[src/rtl/one_bit_full_adder_pkg.sv]
// Shared types and constants for the full-adder leaf cell and its carry-event counter.
`timescale 1ns/1ps
package one_bit_full_adder_pkg;

   localparam int CNT_WIDTH_DEF = 8;

   // Counter saturation value for the default counter width.
   localparam logic [CNT_WIDTH_DEF-1:0] CNT_SAT_DEF = {CNT_WIDTH_DEF{1'b1}};

   typedef struct packed {
      logic gen;
      logic prop;
      logic sum;
      logic cout;
   } fa_out_t;

endpackage

[src/rtl/one_bit_full_adder_half_adder.sv]
// Half adder: o_sum = i_a ^ i_b, o_carry = i_a & i_b.
// Latency: combinational. Backpressure: none.
`timescale 1ns/1ps
module half_adder (
   input  logic i_a,
   input  logic i_b,
   output logic o_sum,
   output logic o_carry
);

   assign o_sum   = i_a ^ i_b;
   assign o_carry = i_a & i_b;

endmodule

[src/rtl/one_bit_full_adder.sv]
// Full adder leaf cell with gen/prop terms and a saturating carry-event counter.
// Latency: combinational outputs; one cycle when ONE_BIT_FULL_ADDER_REG_EN is defined. Backpressure: none.
`timescale 1ns/1ps
module one_bit_full_adder
   import one_bit_full_adder_pkg::*;
#(
   parameter int CNT_WIDTH = CNT_WIDTH_DEF
) (
   input  logic                 clk,
   input  logic                 rst,
   input  logic                 i0,
   input  logic                 i1,
   input  logic                 cin,
   output logic                 sum,
   output logic                 cout,
   output logic                 gen,
   output logic                 prop,
   output logic [CNT_WIDTH-1:0] carry_cnt
);

   localparam logic [CNT_WIDTH-1:0] LP_CNT_MAX = {CNT_WIDTH{1'b1}};

   logic    w_prop;
   logic    w_gen;
   logic    w_sum;
   logic    w_c1;
   logic    w_cout;
   fa_out_t w_comb;
   fa_out_t w_out;

   logic [CNT_WIDTH-1:0] r_cnt;

   half_adder u_ha_ab (
      .i_a     (i0),
      .i_b     (i1),
      .o_sum   (w_prop),
      .o_carry (w_gen)
   );

   half_adder u_ha_pc (
      .i_a     (w_prop),
      .i_b     (cin),
      .o_sum   (w_sum),
      .o_carry (w_c1)
   );

   assign w_cout = w_gen | w_c1;
   assign w_comb = '{gen: w_gen, prop: w_prop, sum: w_sum, cout: w_cout};

`ifdef ONE_BIT_FULL_ADDER_REG_EN
   fa_out_t r_out;

   always_ff @(posedge clk or posedge rst) begin
      if (rst) begin
         r_out <= '0;
      end else begin
         r_out <= w_comb;
      end
   end

   assign w_out = r_out;
`else
   assign w_out = w_comb;
`endif

   // Counter watches whichever cout is presented at the outputs.
   always_ff @(posedge clk or posedge rst) begin
      if (rst) begin
         r_cnt <= '0;
      end else if (w_out.cout && (r_cnt != LP_CNT_MAX)) begin
         r_cnt <= r_cnt + 1'b1;
      end
   end

   assign sum       = w_out.sum;
   assign cout      = w_out.cout;
   assign gen       = w_out.gen;
   assign prop      = w_out.prop;
   assign carry_cnt = r_cnt;

endmodule

[config.mk]
export PLATFORM = sky130hd
export DESIGN_NAME = one_bit_full_adder
export DESIGN_NICKNAME = d
export VERILOG_FILES = /design/src/rtl/one_bit_full_adder_pkg.sv /design/src/rtl/one_bit_full_adder_half_adder.sv /design/src/rtl/one_bit_full_adder.sv
export SDC_FILE = /design/constraint.sdc
export NUM_CORES = 1
export LEC_CHECK = 0
export CAP_MARGIN = 20
export CORE_AREA = 2 2 39 41
export DETAILED_ROUTE_END_ITERATION = 12
export DIE_AREA = 0 0 41 43
export HOLD_SLACK_MARGIN = 0.08
export PLACE_DENSITY_LB_ADDON = 0.2
export SYNTH_ARGS = -nofsm -noshare
export SYNTH_HDL_FRONTEND = slang
export SYNTH_SLANG_ARGS = --single-unit
[constraint.sdc]
create_clock -name clk -period 1.7 [get_ports clk]
set_input_delay 0.34 -clock clk [delete_from_list [all_inputs] [get_ports clk]]
set_output_delay 0.34 -clock clk [all_outputs]
set_load 0.02 [all_outputs]
-- After elaboration in Yosys (flattened, before gate mapping)
Index checks and enable logic that the tools add are counted.
- register bits after elaboration: 8
- bits in latches: 0
- RAM bits: 0
- bits in read-only memories: 0
- input bits: 5
- output and inout bits: 12
- logic and storage cells: 9
- memories kept: 0
- $add $sub $neg: 1
- $mul: 0
- divide/modulo/power cells: 0
- $lt $le $gt $ge: 0
- equality and inequality tests: 1
- shifts and indexed selects: 0
- muxes and demuxes: 0
- bitwise logic cells: 5
- reduce and logical (&&, ||, !) cells: 1
- operators with widths (kind ; number):
    adder 8 x 1 -> 8 bit (second input constant) ; 1
    inequality test 8 bit (second input constant) ; 1
    AND 1 bit ; 2
    XOR 1 bit ; 2
    logical AND 1 bit ; 1
    bitwise OR 1 bit ; 1

-- Logic depth before layout (Yosys ltp)
Gate-level depths: netlist of the first run.
- depth after elaboration: 4
- depth in mapped cells: 4
- gate-level depth less buffers: 4

-- Cells and area by module
From an unflattened synthesis of the first run, not the netlist that was laid out.
- cell total of the unflattened synthesis: 39
- area, all modules: 436.7 µm²
- by module, submodules not included (module ; times used ; cells each ; area each (µm²) ; seq. area each (µm²)):
    one_bit_full_adder ; 1 ; 37 ; 411.6 ; 200.2
    half_adder ; 2 ; 1 ; 12.5 ; 0.0

-- Worst setup path after synthesis of the first run
OpenSTA, ideal clock, no wires.
- kind: input port to flip-flop
- start point: input port i0
- end point: register r_cnt[7], in the netlist carry_cnt[7]
- library setup time: 0.125 ns
- data arrival time: 1.545 ns
- data required time: 1.575 ns
- path slack: 0.030 ns
- cell stages on the path: 4
- path buffers: 0
- path through: fa_1 -> and4_4 -> nand3_2 -> mux2_4
- longest elaborated chain between the ends: 4
- elaborated cells on any way between the ends: 5
- those cells by class: bitwise: 4; reduce/logical: 1
- ends and longest elaborated chain (item ; line ; text):
    from (decl) ; one_bit_full_adder.sv:11 ; input logic i0,
    XOR 1 bit ; one_bit_full_adder_half_adder.sv:11 ; assign o_sum = i_a ^ i_b;
    AND 1 bit ; one_bit_full_adder_half_adder.sv:12 ; assign o_carry = i_a & i_b;
    bitwise OR 1 bit (*) ; one_bit_full_adder.sv:47 ; assign w_cout = w_gen | w_c1;
    logical AND 1 bit (*) ; one_bit_full_adder.sv:70 ; end else if (w_out.cout && (r_cnt != LP_CNT_MAX)) begin
    to (signal assigned) ; one_bit_full_adder.sv:71 ; r_cnt <= r_cnt + 1'b1;
    to (decl) ; one_bit_full_adder.sv:31 ; logic [CNT_WIDTH-1:0] r_cnt;
Every way passes the cells marked *; elsewhere a longest branch is shown, timed or not.
A chain may end at the register's enable or synchronous reset.

-- Final worst setup path of the first run
- start point: input port i0
- end point: output port sum
- longest elaborated chain between the ends: 2
- ends and longest elaborated chain (item ; line ; text):
    XOR 1 bit (2 in a row) ; one_bit_full_adder_half_adder.sv:11 ;
    to (decl) ; one_bit_full_adder.sv:14 ; output logic sum,
Every way passes these cells.

==> summary.txt, run 1 <==
Global route
  • Initial antenna violation count: 0
  • First-pass GRT wire length: 1.573 mm
  • Vias in the first global route: 362
  • Tot GR Track Use: 0.1346
  • GRT Residual Overflow: 0
  • Largest net degree at the start of global routing: 9

Floorplan
  • Starting Density: 0.3210
  • Core Box Area: 1384 um^2
  • Die Wd: 41 um
  • Die area: 1763 um^2
  • Row cnt: 14
  • Die H: 43 um
  • # IOs: 17

Timing
  • Worst slew pin tran: 0.3072 ns
  • RSZ-0062 raised after global routing: no
  • Clock Skew: 0.001170 ns
  • Final Max Slew Viols: 0
  • Slew margin rel.: 0.7950
  • Final Hold Fails: 0
  • FMAX: 611.6 MHz
  • Fin crit share: 0.9618
  • Period minus WS final: 1.635 ns
  • # setup viols final: 0

Detailed routing
  • Routed length per instance: 11.46 um
  • Vias after detailed routing: 383
  • DR iter-0 viols: 2
  • Remaining antenna violation count: 0
  • Drt via density: 4.788
  • Drt first pass iters: 4
  • Total Wirelength: 917 um
  • Post-route DRC violation count: 0

Synth
  • Synth area leaders: dfrtp_1 (45%), ha_1 (5.6%), mux2_2 (5.1%)
  • Seq/Total Area, Yosys: 0.4507
  • Yosys Warn Count: 0
  • Ys flop type: dfrtp_1
  • Post-synth top area cell: dfrtp_1
  • Asr flop ratio synth: 1.000
  • Yosys top cell area share: 0.4507
  • Syn Inst Count: 40
  • Synth Cell Area: 444.2 um^2
  • Cell variety after synth: 22
  • Synth Area per Inst: 11.10 um^2
  • Seq cells post-synth: 8
  • EDFF count, synth: 0
  • Syn Nets: 48

Setup path
  • Critical path origin: i0
  • Max FO, Critical Path: 2
  • WS Path Type: in -> out
  • Crit. End Element: output pin
  • Critical path data arrival time: 1.30 ns
  • FF-to-FF setup slack: 0.28 ns
  • Reg-to-reg endpoint: carry_cnt[1]$_DFFE_PP0P_
  • R2r startpoint: carry_cnt[0]$_DFFE_PP0P_
  • Crit path required time: 1.36 ns
  • Critical Path Source Type: input pin
  • Reg2Reg Depth: 4

Flow run
  • MaxCap Viol Count: 0

Place
  • Port buffer count: 16
  • Post-DP HPWL: 690.7 um
  • Post-Place Cells: 77
  • Final GP Congestion: 0.6915

CTS
  • Sink Count: 8
  • CTS buffer count: 3
  • CTS tree: done
  • Clk Latency, worst-skew pair: 0.25 ns
  • Max clock buf depth: 2
  • H-tree depth: 1
  • CTS root buf: clkbuf_4
  • Clock transition at path regs: 0.05 ns

Cells and area
  • Max reg flops: 8
  • Fillcell total: 137
  • N_diodes: 0
  • Share of layout cells above drive strength 1: 0.2813
  • Fin cells: 80
  • Area of the multi-input gates: 235.2 um^2
  • Area Growth Syn to Fin: 55.49%
  • Sequential cell area: 200.2 um^2
  • Final net count: 74

Power and ir drop
  • P_int: 0.6762 mW
  • Leak pwr: 0.3335 nW
  • Pwr Density: 1658 nW/um^2
  • Clock share of power: 0.125
  • Net Sw Frac: 0.4096
  • NetSw: 0.4691 mW
  • Maximum VDD drop: 884.3 uV
  • Combinational cell fraction of total power: 0.527
  • Pwr Total: 1.145 mW
  • Sequential Power Share: 0.348

Outcome
  • Status: complete, no violations

Worst hold path
  • Worst min-delay path class: in -> async
final cells by class:
cell class,count,share of cell area
multi-input combinational,29,0.3406
timing repair buffer,21,0.2917
sequential,8,0.2899
clock buffer,3,0.03261
tap,16,0.02899
inverter,3,0.01630
Yosys cell counts, types with 2 or more instances:
cell     instances
nand2_1          2
nor2_1           2
inv_1            3
nand4_1          2
mux2_2           2
ha_1             2
dfrtp_1          8
a21oi_1          3
nand3_1          2
xnor2_1          2
critical path, stage by stage:
cell and delay (ns):
dlygate4sd2_1 0.27, fa_2 0.57, buf_6 0.11
logic make-up after synthesis:
kind of cell             count (synthesis)  synth area share
AND/OR/NAND/NOR                         14            0.1916
adder cells (fa/ha/maj)                  3            0.1014
XOR/XNOR                                 2           0.03944
buffers and inverters                    3           0.02535
multiplexers                             3           0.08449
flip-flops                               8            0.4507
AO/OA/AOI/OAI                            7            0.1071
through the flow:
stage          utilization  hold slack [ns]  setup slack (ns)  setup TNS, ns  cell area (um^2)
6_report            0.4991           0.3316           0.06499              0             690.7
5_1_grt             0.4991           0.3584           0.01038              0             690.7
4_1_cts             0.4919           0.3410          -0.05870       -0.05870             680.7
3_5_place_dp        0.4783           0.5222           -0.5901         -3.430             661.9
3_3_place_gp        0.4783           0.5241           -0.5687         -3.279             661.9
2_1_floorplan            -           0.1557           0.02999              0             444.2
repair_timing:
action,in CTS,in global routing
resized for setup,17,4
setup endpoints to repair,7,5
pin swaps,0,1
hold buffers,0,0
gates cloned,0,0
buffers inserted,0,0
layer usage:
| layer | global-route usage | part of all wire | up-vias | routed length, um |
|---|---|---|---|---|
| li1 | - | - | 195 | - |
| met1 | 0.1683 | 0.44 | 176 | 405 |
| met2 | 0.1906 | 0.48 | 12 | 444 |
| met3 | 0.07853 | 0.073 | 0 | 67 |
| met4 | 0.04000 | 0 | 0 | 0 |
| met5 | 0 | 0 | - | 0 |
placed cells by master (no fill, tap or decap), drive strengths merged:
cell type      n
nor3           1
o21a           1
and3           1
o2111ai        1
dfrtp          8
inv            3
mux2           3
clkdlybuf4s15  1
fa             1
nand2b         1
and4           2
nand3          3
ha             2
o21ai          1
a21oi          3
buf            7
nor2           2
dlygate4sd2    3
dlymetal6s2s   4
nand2          2
xnor2          2
clkdlybuf4s50  6
o211ai         1
nand4          2
clkbuf         3
power groups by stage:
stage / Combinational (mW) / Clock (mW) / Sequential [mW]
after floorplan: 0.216 / 0 / 0.507
after global placement: 0.611 / 0 / 0.401
after detailed placement: 0.613 / 0 / 0.403
after CTS: 0.616 / 0.152 / 0.402
after global routing: 0.659 / 0.165 / 0.416
final: 0.603 / 0.144 / 0.399
worst max path at each step:
stage,end,slack (ns),cells after the start
2_1_floorplan,carry_cnt[7]$_DFFE_PP0P_,0.03,4
3_3_place_gp,sum,-0.57,3
3_5_place_dp,sum,-0.59,3
4_1_cts,sum,-0.06,3
5_1_grt,carry_cnt[7],0.01,1
6_report,sum,0.06,3
No activity file was read; power rests on OpenSTA's default activity.
==> run 2, diff against run 1 <==
--- a/config.mk
+++ b/config.mk
@@ -5,7 +5,6 @@
 export SDC_FILE = /design/constraint.sdc
 export NUM_CORES = 1
 export LEC_CHECK = 0
-export CAP_MARGIN = 20
 export CORE_AREA = 2 2 39 41
 export DETAILED_ROUTE_END_ITERATION = 12
 export DIE_AREA = 0 0 41 43
==> results of run 2 <==
Final layout, timing and power as in run 1 (identical DEF).
